<file path="config.mk">
export PLATFORM = sky130hd
export DESIGN_NAME = clk_byp_seq_flat
export DESIGN_NICKNAME = d
export VERILOG_FILES = /design/src/rtl/clk_byp_seq_if.sv /design/src/rtl/clk_byp_seq.sv /design/src/flat_wrapper.sv
export SDC_FILE = /design/constraint.sdc
export NUM_CORES = 1
export LEC_CHECK = 0
export ABC_AREA = 1
export ABC_CLOCK_PERIOD_IN_PS = 1500
export BUFFER_PORTS_ARGS = -buffer_cell sky130_fd_sc_hd__buf_2
export CORE_UTILIZATION = 30
export CTS_BUF_LIST = sky130_fd_sc_hd__clkbuf_16
export DETAILED_ROUTE_END_ITERATION = 12
export GPL_TIMING_DRIVEN = 0
export HOLD_SLACK_MARGIN = 0.12
export SLEW_MARGIN = 10
export SYNTH_ARGS = -nofsm -noshare
export SYNTH_HDL_FRONTEND = slang
export SYNTH_SLANG_ARGS = --single-unit
</file>
<file path="constraint.sdc">
create_clock -name clk_i -period 1.5 [get_ports clk_i]
set_input_delay 0.075 -clock clk_i [delete_from_list [all_inputs] [get_ports clk_i]]
set_output_delay 0.075 -clock clk_i [all_outputs]
set_load 0.03 [all_outputs]
</file>
<file path="src/rtl/clk_byp_seq_if.sv">
// clk_byp_seq_if: bypass request/ack bundle between requesters and clk_byp_seq.
// div_step_down_req_o exists only when CLK_BYP_SEQ_STEP_DOWN_EN is defined.
interface clk_byp_if;
    logic [3:0] io_byp_req_i;
    logic [3:0] all_byp_req_i;
    logic       ext_clk_stable_i;
    logic [3:0] io_byp_ack_o;
    logic [3:0] all_byp_ack_o;
    logic       sel_io_o;
    logic       sel_all_o;
    logic       busy_o;
    logic [1:0] err_o;
`ifdef CLK_BYP_SEQ_STEP_DOWN_EN
    logic [3:0] div_step_down_req_o;
    modport master (
        output io_byp_req_i, all_byp_req_i, ext_clk_stable_i,
        input  io_byp_ack_o, all_byp_ack_o, sel_io_o, sel_all_o, busy_o, err_o, div_step_down_req_o
    );
    modport slave (
        input  io_byp_req_i, all_byp_req_i, ext_clk_stable_i,
        output io_byp_ack_o, all_byp_ack_o, sel_io_o, sel_all_o, busy_o, err_o, div_step_down_req_o
    );
`else
    modport master (
        output io_byp_req_i, all_byp_req_i, ext_clk_stable_i,
        input  io_byp_ack_o, all_byp_ack_o, sel_io_o, sel_all_o, busy_o, err_o
    );
    modport slave (
        input  io_byp_req_i, all_byp_req_i, ext_clk_stable_i,
        output io_byp_ack_o, all_byp_ack_o, sel_io_o, sel_all_o, busy_o, err_o
    );
`endif
endinterface

</file>
<file path="src/rtl/clk_byp_seq.sv">
// clk_byp_seq: sequences io/all clock-bypass mux selects with stable wait, settle and mubi4 acks.
// Optional CLK_BYP_SEQ_STEP_DOWN_EN adds the mubi4 divider step-down request output.
module clk_byp_seq #(
    parameter int unsigned SettleCycles  = 16,
    parameter int unsigned StableTimeout = 255
) (
    input logic      clk_i,
    input logic      rst_i,
    clk_byp_if.slave bus
);
    localparam logic [3:0] MuTrue = 4'h6;
    localparam logic [3:0] MuFalse = 4'h9;
    localparam logic [7:0] SettleInit = 8'(SettleCycles - 1);
    localparam logic [7:0] TimeoutLast = 8'(StableTimeout - 1);
    typedef enum logic [1:0] {IDLE, DROP, WAIT_STABLE, SETTLE} state_e;
    typedef enum logic [1:0] {M_INT, M_IO, M_ALL} mode_e;
    state_e     state_q, state_d;
    mode_e      cur_q, cur_d, tgt_q, tgt_d, desired;
    logic [7:0] cnt_q, cnt_d;
    logic       lock_q, lock_d, sel_io_q, sel_io_d, sel_all_q, sel_all_d, busy_q, busy_d;
    logic [3:0] io_ack_q, io_ack_d, all_ack_q, all_ack_d;
    logic [1:0] err_q, err_d;
    logic       io_true, all_true, both_false, bad_enc, launch, to_ext, abort, done, all_ok, to_int;
    assign io_true = bus.io_byp_req_i == MuTrue;
    assign all_true = bus.all_byp_req_i == MuTrue;
    assign both_false = bus.io_byp_req_i == MuFalse && bus.all_byp_req_i == MuFalse;
    assign bad_enc = !(io_true || bus.io_byp_req_i == MuFalse) || !(all_true || bus.all_byp_req_i == MuFalse);
    assign desired = lock_q ? M_INT : all_true ? M_ALL : io_true ? M_IO : M_INT;
    assign launch = state_q == IDLE && desired != cur_q;
    assign to_ext = state_q == WAIT_STABLE && bus.ext_clk_stable_i;
    assign abort = state_q == WAIT_STABLE && !bus.ext_clk_stable_i && cnt_q == TimeoutLast;
    assign done = state_q == SETTLE && cnt_q == 8'd0;
    assign to_int = state_q == DROP && tgt_q == M_INT;
`ifdef CLK_BYP_SEQ_STEP_DOWN_EN
    logic [3:0] step_q;
    // ALL ack additionally waits for the divider step-down to have been requested
    assign all_ok = step_q == MuTrue;
    assign bus.div_step_down_req_o = step_q;
    always_ff @(posedge clk_i or posedge rst_i) begin
        if (rst_i) step_q <= MuFalse;
        else step_q <= sel_all_d ? MuTrue : MuFalse;
    end
`else
    assign all_ok = 1'b1;
`endif
    always_ff @(posedge clk_i or posedge rst_i) begin
        if (rst_i) begin
            state_q   <= IDLE;
            cur_q     <= M_INT;
            tgt_q     <= M_INT;
            cnt_q     <= 8'd0;
            lock_q    <= 1'b0;
            sel_io_q  <= 1'b0;
            sel_all_q <= 1'b0;
            busy_q    <= 1'b0;
            io_ack_q  <= MuFalse;
            all_ack_q <= MuFalse;
            err_q     <= 2'b00;
        end else begin
            state_q   <= state_d;
            cur_q     <= cur_d;
            tgt_q     <= tgt_d;
            cnt_q     <= cnt_d;
            lock_q    <= lock_d;
            sel_io_q  <= sel_io_d;
            sel_all_q <= sel_all_d;
            busy_q    <= busy_d;
            io_ack_q  <= io_ack_d;
            all_ack_q <= all_ack_d;
            err_q     <= err_d;
        end
    end
    always_comb begin
        state_d = state_q;
        cur_d = cur_q;
        tgt_d = tgt_q;
        lock_d = lock_q;
        cnt_d = cnt_q;
        case (state_q)
            IDLE: begin
                if (both_false) lock_d = 1'b0;
                if (launch) begin
                    state_d = DROP;
                    tgt_d = desired;
                end
            end
            DROP: begin
                state_d = to_int ? SETTLE : WAIT_STABLE;
                cnt_d = to_int ? SettleInit : 8'd0;
            end
            WAIT_STABLE: begin
                state_d = to_ext ? SETTLE : abort ? IDLE : WAIT_STABLE;
                cnt_d = to_ext ? SettleInit : abort ? 8'd0 : cnt_q + 8'd1;
                if (abort) begin
                    cur_d = M_INT;
                    lock_d = 1'b1;
                end
            end
            default: begin
                state_d = done ? IDLE : SETTLE;
                cnt_d = done ? 8'd0 : cnt_q - 8'd1;
                if (done) cur_d = tgt_q;
            end
        endcase
    end
    // selects move only on SETTLE entry or abort; acks drop on launch and rise on completion
    always_comb begin
        sel_io_d = (abort || to_int) ? 1'b0 : to_ext ? (tgt_q != M_INT) : sel_io_q;
        sel_all_d = (abort || to_int) ? 1'b0 : to_ext ? (tgt_q == M_ALL) : sel_all_q;
        io_ack_d = (launch || abort) ? MuFalse : done ? ((tgt_q != M_INT) ? MuTrue : MuFalse) : io_ack_q;
        all_ack_d = (launch || abort) ? MuFalse : done ? ((tgt_q == M_ALL && all_ok) ? MuTrue : MuFalse) : all_ack_q;
        busy_d = state_d != IDLE;
        err_d = err_q | {abort, bad_enc};
    end
    assign bus.sel_io_o = sel_io_q;
    assign bus.sel_all_o = sel_all_q;
    assign bus.busy_o = busy_q;
    assign bus.io_byp_ack_o = io_ack_q;
    assign bus.all_byp_ack_o = all_ack_q;
    assign bus.err_o = err_q;
endmodule

</file>
<file path="src/flat_wrapper.sv">
// flat-port wrapper written by rule: the top's interface ports become plain ports
module clk_byp_seq_flat 
#(
    parameter int unsigned SettleCycles  = 16,
    parameter int unsigned StableTimeout = 255
)
  (clk_i, rst_i, bus_io_byp_req_i, bus_all_byp_req_i, bus_ext_clk_stable_i, bus_io_byp_ack_o, bus_all_byp_ack_o, bus_sel_io_o, bus_sel_all_o, bus_busy_o, bus_err_o);
  clk_byp_if bus_i ();
  input logic clk_i;
  input logic rst_i;
  input wire logic [$bits(bus_i.io_byp_req_i)-1:0] bus_io_byp_req_i;
  input wire logic [$bits(bus_i.all_byp_req_i)-1:0] bus_all_byp_req_i;
  input wire logic [$bits(bus_i.ext_clk_stable_i)-1:0] bus_ext_clk_stable_i;
  output wire logic [$bits(bus_i.io_byp_ack_o)-1:0] bus_io_byp_ack_o;
  output wire logic [$bits(bus_i.all_byp_ack_o)-1:0] bus_all_byp_ack_o;
  output wire logic [$bits(bus_i.sel_io_o)-1:0] bus_sel_io_o;
  output wire logic [$bits(bus_i.sel_all_o)-1:0] bus_sel_all_o;
  output wire logic [$bits(bus_i.busy_o)-1:0] bus_busy_o;
  output wire logic [$bits(bus_i.err_o)-1:0] bus_err_o;
  assign bus_i.io_byp_req_i = bus_io_byp_req_i;
  assign bus_i.all_byp_req_i = bus_all_byp_req_i;
  assign bus_i.ext_clk_stable_i = bus_ext_clk_stable_i;
  assign bus_io_byp_ack_o = bus_i.io_byp_ack_o;
  assign bus_all_byp_ack_o = bus_i.all_byp_ack_o;
  assign bus_sel_io_o = bus_i.sel_io_o;
  assign bus_sel_all_o = bus_i.sel_all_o;
  assign bus_busy_o = bus_i.busy_o;
  assign bus_err_o = bus_i.err_o;
  clk_byp_seq #(.SettleCycles(SettleCycles), .StableTimeout(StableTimeout)) u_core (.clk_i(clk_i), .rst_i(rst_i), .bus(bus_i));
endmodule
</file>
# Word-level counts from Yosys, hierarchy flattened
# Cells that the tools add are included.
dict set report classes {
  bitwise_logic 2
  order_cmp 0
  n_shift 0
  addsub 2
  div_mod_pow 0
  muxes 30
  n_reduce_logical 28
  mul 0
  n_eq_ne 12
}
# cell n
set ops {}
lappend ops {{$mux 4} 7}
lappend ops {{$mux 8} 3}
lappend ops {{$pmux 8 s3} 1}
lappend ops {{$mux 2} 8}
lappend ops {{$reduce_bool 2->1} 6}
lappend ops {{$add 8x1->8 const B} 1}
lappend ops {{$eq 4x3->1 const B} 2}
lappend ops {{$eq 4x4->1 const B} 2}
lappend ops {{$eq 8x8->1 const B} 1}
lappend ops {{$logic_not 8->1} 1}
lappend ops {{$mux 1} 8}
lappend ops {{$sub 8x1->8 const B} 1}
lappend ops {{$logic_and 1x1->1} 7}
lappend ops {{$eq 2x2->1 const B} 3}
lappend ops {{$pmux 2 s3} 1}
lappend ops {{$reduce_and 3->1} 2}
lappend ops {{$logic_or 1x1->1} 5}
lappend ops {{$logic_not 2->1} 2}
lappend ops {{$ne 2x1->1 const B} 2}
lappend ops {{$pmux 2 s2} 1}
lappend ops {{$logic_not 1->1} 3}
lappend ops {{$eq 2x1->1 const B} 1}
lappend ops {{$ne 2x2->1} 1}
lappend ops {{$or 2x2->2} 1}
lappend ops {{4 further kinds} 4}
dict set report totals {
  regBits 28
  output_inout_bits 13
  mem_bits_rw 0
  wordCells 85
  mem_bits_ro 0
  memories 0
  input_bits 11
  latchBits 0
}

# Depth between registers and ports, before layout
dict set report logic_depth {
  word_depth 9
  mapped_depth 11
  mapped_depth_nobuf 10
}

# Least setup slack after synthesis
# Ideal clock, no wire load.
dict set report synth_timing {
  kind {reg2reg}
  startpoint {reg u_core.state_q[0]}
  endpoint {reg u_core.cnt_q[0]}
  arrival_time_ps 1535
  stages_incl_launch_ff 12
  setup_slack_ps -153
  setup_time_ps 118
  synth_period_minus_slack_ps 1653
  required_ps 1382
  n_path_buf 2
  path_cell_list {dfrtp_1 inv_1 ha_1 buf_4 inv_1 nor2_1 nand3_4 buf_6 nand3_2 nand2_1 a21oi_1 nor2_1}
}
dict set report synth_between {
  elab_chain_len 6
  word_cells_on_any_way 14
  cone_classes {eq/ne (3); mux (5); reduce/logical (6)}
}
# item line
set synth_rtl {}
lappend synth_rtl {{start: declaration} clk_byp_seq.sv:17} ;# state_e state_q, state_d;
lappend synth_rtl {{start signal: assignment} clk_byp_seq.sv:60} ;# state_q <= state_d;
lappend synth_rtl {{$eq 2x2->1} {clk_byp_seq.sv:30, clk_byp_seq.sv:31, clk_byp_seq.sv:79}}
lappend synth_rtl {{$logic_and 1x1->1 (2 in a row)} clk_byp_seq.sv:31} ;# assign abort = state_q == WAIT_STABLE && !bus.ext_clk_stable_i && cnt_q == TimeoutLast;
lappend synth_rtl {{$mux 8 (2 in a row)} clk_byp_seq.sv:93} ;# cnt_d = to_ext ? SettleInit : abort ? 8'd0 : cnt_q + 8'd1;
lappend synth_rtl {{$pmux 8 s3} clk_byp_seq.sv:79} ;# case (state_q)
lappend synth_rtl {{end signal: assignment} clk_byp_seq.sv:63} ;# cnt_q <= cnt_d;
lappend synth_rtl {{end: declaration} clk_byp_seq.sv:19} ;# logic [7:0] cnt_q, cnt_d;
# Parallel ways exist; a longest one is shown, timed or not.
# A chain may end at the register's enable or synchronous reset.

# Final worst setup path
dict set report layout_timing {
  startpoint {reg u_core.state_q[1]}
  endpoint {reg u_core.cnt_q[3]}
}
# Same word-level chain as after synthesis.

==> run metrics <==
# fillers=496; Layout Skew=0.003388 ns; area of the multi-input gates=1114 um^2; relative slew slack=37.73%; CTS Sinks=24; most frequent cell after synthesis=nand2_1; Initial Util=32.01%; RSZ-0062 raised after global routing=yes; nets=308; first-pass GRT wire length=7424 um; crit path DAT=1.74 ns; Yosys reg bits=24; DR vias=1,677; routability congestion estimate=0.7910; fraction of synthesized cell area in xor and xnor cells=3.657%; pwr/cell area=599.6 nW/um^2; DP Worst Slack=-0.3958 ns; yosys warns=0; status=complete, but fails checks; GR Overflow Total=0; final period utilization=105.6%; Max Clk Rate=631.5 MHz; Setup crit start kind=flip-flop; Seq/Total Area, Yosys=35.97%; H-tree depth=1; max cap viols=0; core footprint=5238 um^2; maximum clock path buffer count=2; WP data required=1.66 ns; cts bufs inserted=3; post-synthesis async set-or-reset flop share=100.0%; CTS tree=yes; Tot GR Track Use=15.46%; synthesis-to-finish area growth=46.57%; syn avg cell area=7.135 um^2; Static Leak=0.001243 uW; ant diodes=0; DR WL/cell=12.34 um; top cells by count, synth=64 x nand2_1, 30 x inv_1, 27 x nor2_1; Final Non-Filler Cells=358; row count=26; failing checks=negative setup slack; Top FF cell, synth=dfrtp_1; Setup-failing EPs final=12; Post-Syn Area=1677 um^2; Synth Area in Simple Gates=35.22%; largest net degree at the start of global routing=25; Die W=76.76 um; worst-margin pin slew=0.9330 ns; Max VDD drop=0.0005272 V; Hold Vio Cnt, Final=0; Synth Area in Compound Gates=8.284%; vias in the first global route=1,631; initial drt markers=60; initial antenna violation count=0; Layout Utilization=46.92%; Synth top area share=32.84%; Top Ports=24; Vias/cell=4.684; remaining routing DRC violations=0; Final WS setup=-0.08359 ns; later-pin clock latency in the skew report=0.26 ns; Mapped Cells=235; Distinct cells, synth=29; Post-Route WL=4417 um; Die Ht=76.76 um; Syn Nets=254; critical-path maximum fanout=7; fin crit period=1.584 ns; largest family of logic cells by synthesized area=simple AND/OR/NAND/NOR gates; area share of fa/ha/maj cells after synthesis=5.970%; full die area=5891 um^2; pins over their slew limit=0; EDFF count, synth=0; Initial DRT Pass Iterations=4; multiplexer area fraction after synthesis=0%; HPWL Detailed=2852 um; Detail Route Antenna Nets=0; clock slew at reported path FFs=0.07 ns; Synth area leader=dfrtp_1; root buf cell=clkbuf_16; Hold Crit Class=in -> reg; quantity of I/O buffers inserted on ports=23; Worst setup EP type=flip-flop; placed cells=328; Register Area=605.6 um^2; layout cell share with drive strength beyond 1=40.28%; synth top area cells=dfrtp_1 33%, nand2_1 14%, inv_1 6.7%; WS Path Type=reg -> reg
[placed cells by master, fill, tap and decap left out, types with 2 or more instances in the layout]
cell and n:
nand4_1 8, buf_4 26, o21ai_1 3, dfstp_2 2, nand2_2 6, buf_6 7
inv_4 2, a21oi_1 9, nand3_4 3, o21ai_0 5, o211ai_1 2, ha_2 2
inv_1 20, nand3_2 6, clkbuf_16 3, nand2_1 54, a21oi_2 4, nor3_4 2
dfrtp_2 2, nand2_4 4, ha_4 5, nor2_4 3, buf_2 24, xor2_1 7
inv_2 9, nand3_1 12, nor2_1 25, dfrtp_1 20
[critical path: stages (launching register included)]
cell and delay, ns:
dfrtp_2 0.47, ha_4 0.17, buf_6 0.10, inv_4 0.03, nor2_4 0.10, nand3_4 0.13
buf_4 0.17, nand3_1 0.05, nand2_1 0.07, a21oi_2 0.14, nor2_1 0.05
[power by group]
| group | internal (uW) | switching, uW | total [uW] |
|---|---|---|---|
| clock network | 531 | 249 | 780 |
| logic | 16.1 | 29.7 | 45.9 |
| registers | 647 | 0 | 647 |
| total | 1190 | 279 | 1470 |
[per-layer routing]
layer,wire [um],global-route usage (%)
met5,0,0
met4,58,4.038
met3,112,2.500
met2,2191,26.79
met1,2054,19.78
[state kept, by name, summed over array words and instances (netlist names)]
register,flops
u_core.cur_q,2
u_core.state_q,2
u_core.bus.all_byp_ack_o,2
u_core.cnt_q,8
u_core.bus.sel_all_o,1
u_core.lock_q,1
u_core.tgt_q,2
u_core.bus.busy_o,1
u_core.bus.sel_io_o,1
u_core.bus.err_o,2
u_core.bus.io_byp_ack_o,2
[path summary, 6_finish.rpt]
path | startpoint | to | slack, ns | cells past startpoint
min reg2reg | u_core.bus.err_o[1] | u_core.bus.err_o[1] | 0.46 | 2
max in group asynchronous | rst_i | u_core.state_q[1] | 0.31 | 3
min | bus_io_byp_req_i[2] | u_core.bus.err_o[0] | 0.14 | 3
max reg2reg | u_core.state_q[1] | u_core.cnt_q[3] | -0.08 | 10
min in group asynchronous | rst_i | u_core.cnt_q[7] | 0.56 | 3
max | u_core.state_q[1] | u_core.cnt_q[3] | -0.08 | 10
[final cells by class]
class / instances / share of cell area (%)
sequential: 24 / 24.64
inverter: 31 / 4.939
clock buffer: 3 / 3.055
multi-input combinational: 170 / 45.32
buffer: 9 / 3.106
clock inverter: 1 / 1.222
timing repair buffer: 50 / 14.15
tap: 70 / 3.564
[metrics by stage]
step / setup TNS, ns / instance area [um^2] / power [uW] / hold slack [ns]
4_1_cts: -0.7323 / 2271 / 1484 / 0.1525
6_report: -0.5071 / 2457 / 1473 / 0.1431
3_5_place_dp: -4.904 / 1901 / 703.6 / 0.3445
2_1_floorplan: -0.1512 / 1698 / 681.0 / 0.08814
3_3_place_gp: -4.446 / 1901 / 702.4 / 0.3398
5_1_grt: -1.920 / 2457 / 1530 / 0.1716
[cells by family (layout without fill, tap and decap cells)]
kind of cell             count (synthesis)  count (layout)
AND/OR/NAND/NOR                        129             129
buffers and inverters                   41              94
AO/OA/AOI/OAI                           26              26
flip-flops                              24              24
adder cells (fa/ha/maj)                  8               8
XOR/XNOR                                 7               7
[repair_timing]
action | CTS | global route
buffers inserted | 18 | 9
hold buffers | 1 | 0
setup endpoints to repair | 22 | 23
pin swaps | 18 | 17
endpoints found under the hold margin | 22 | 0
gates resized for setup | 29 | 39
Power figures use the tool's default switching activity.
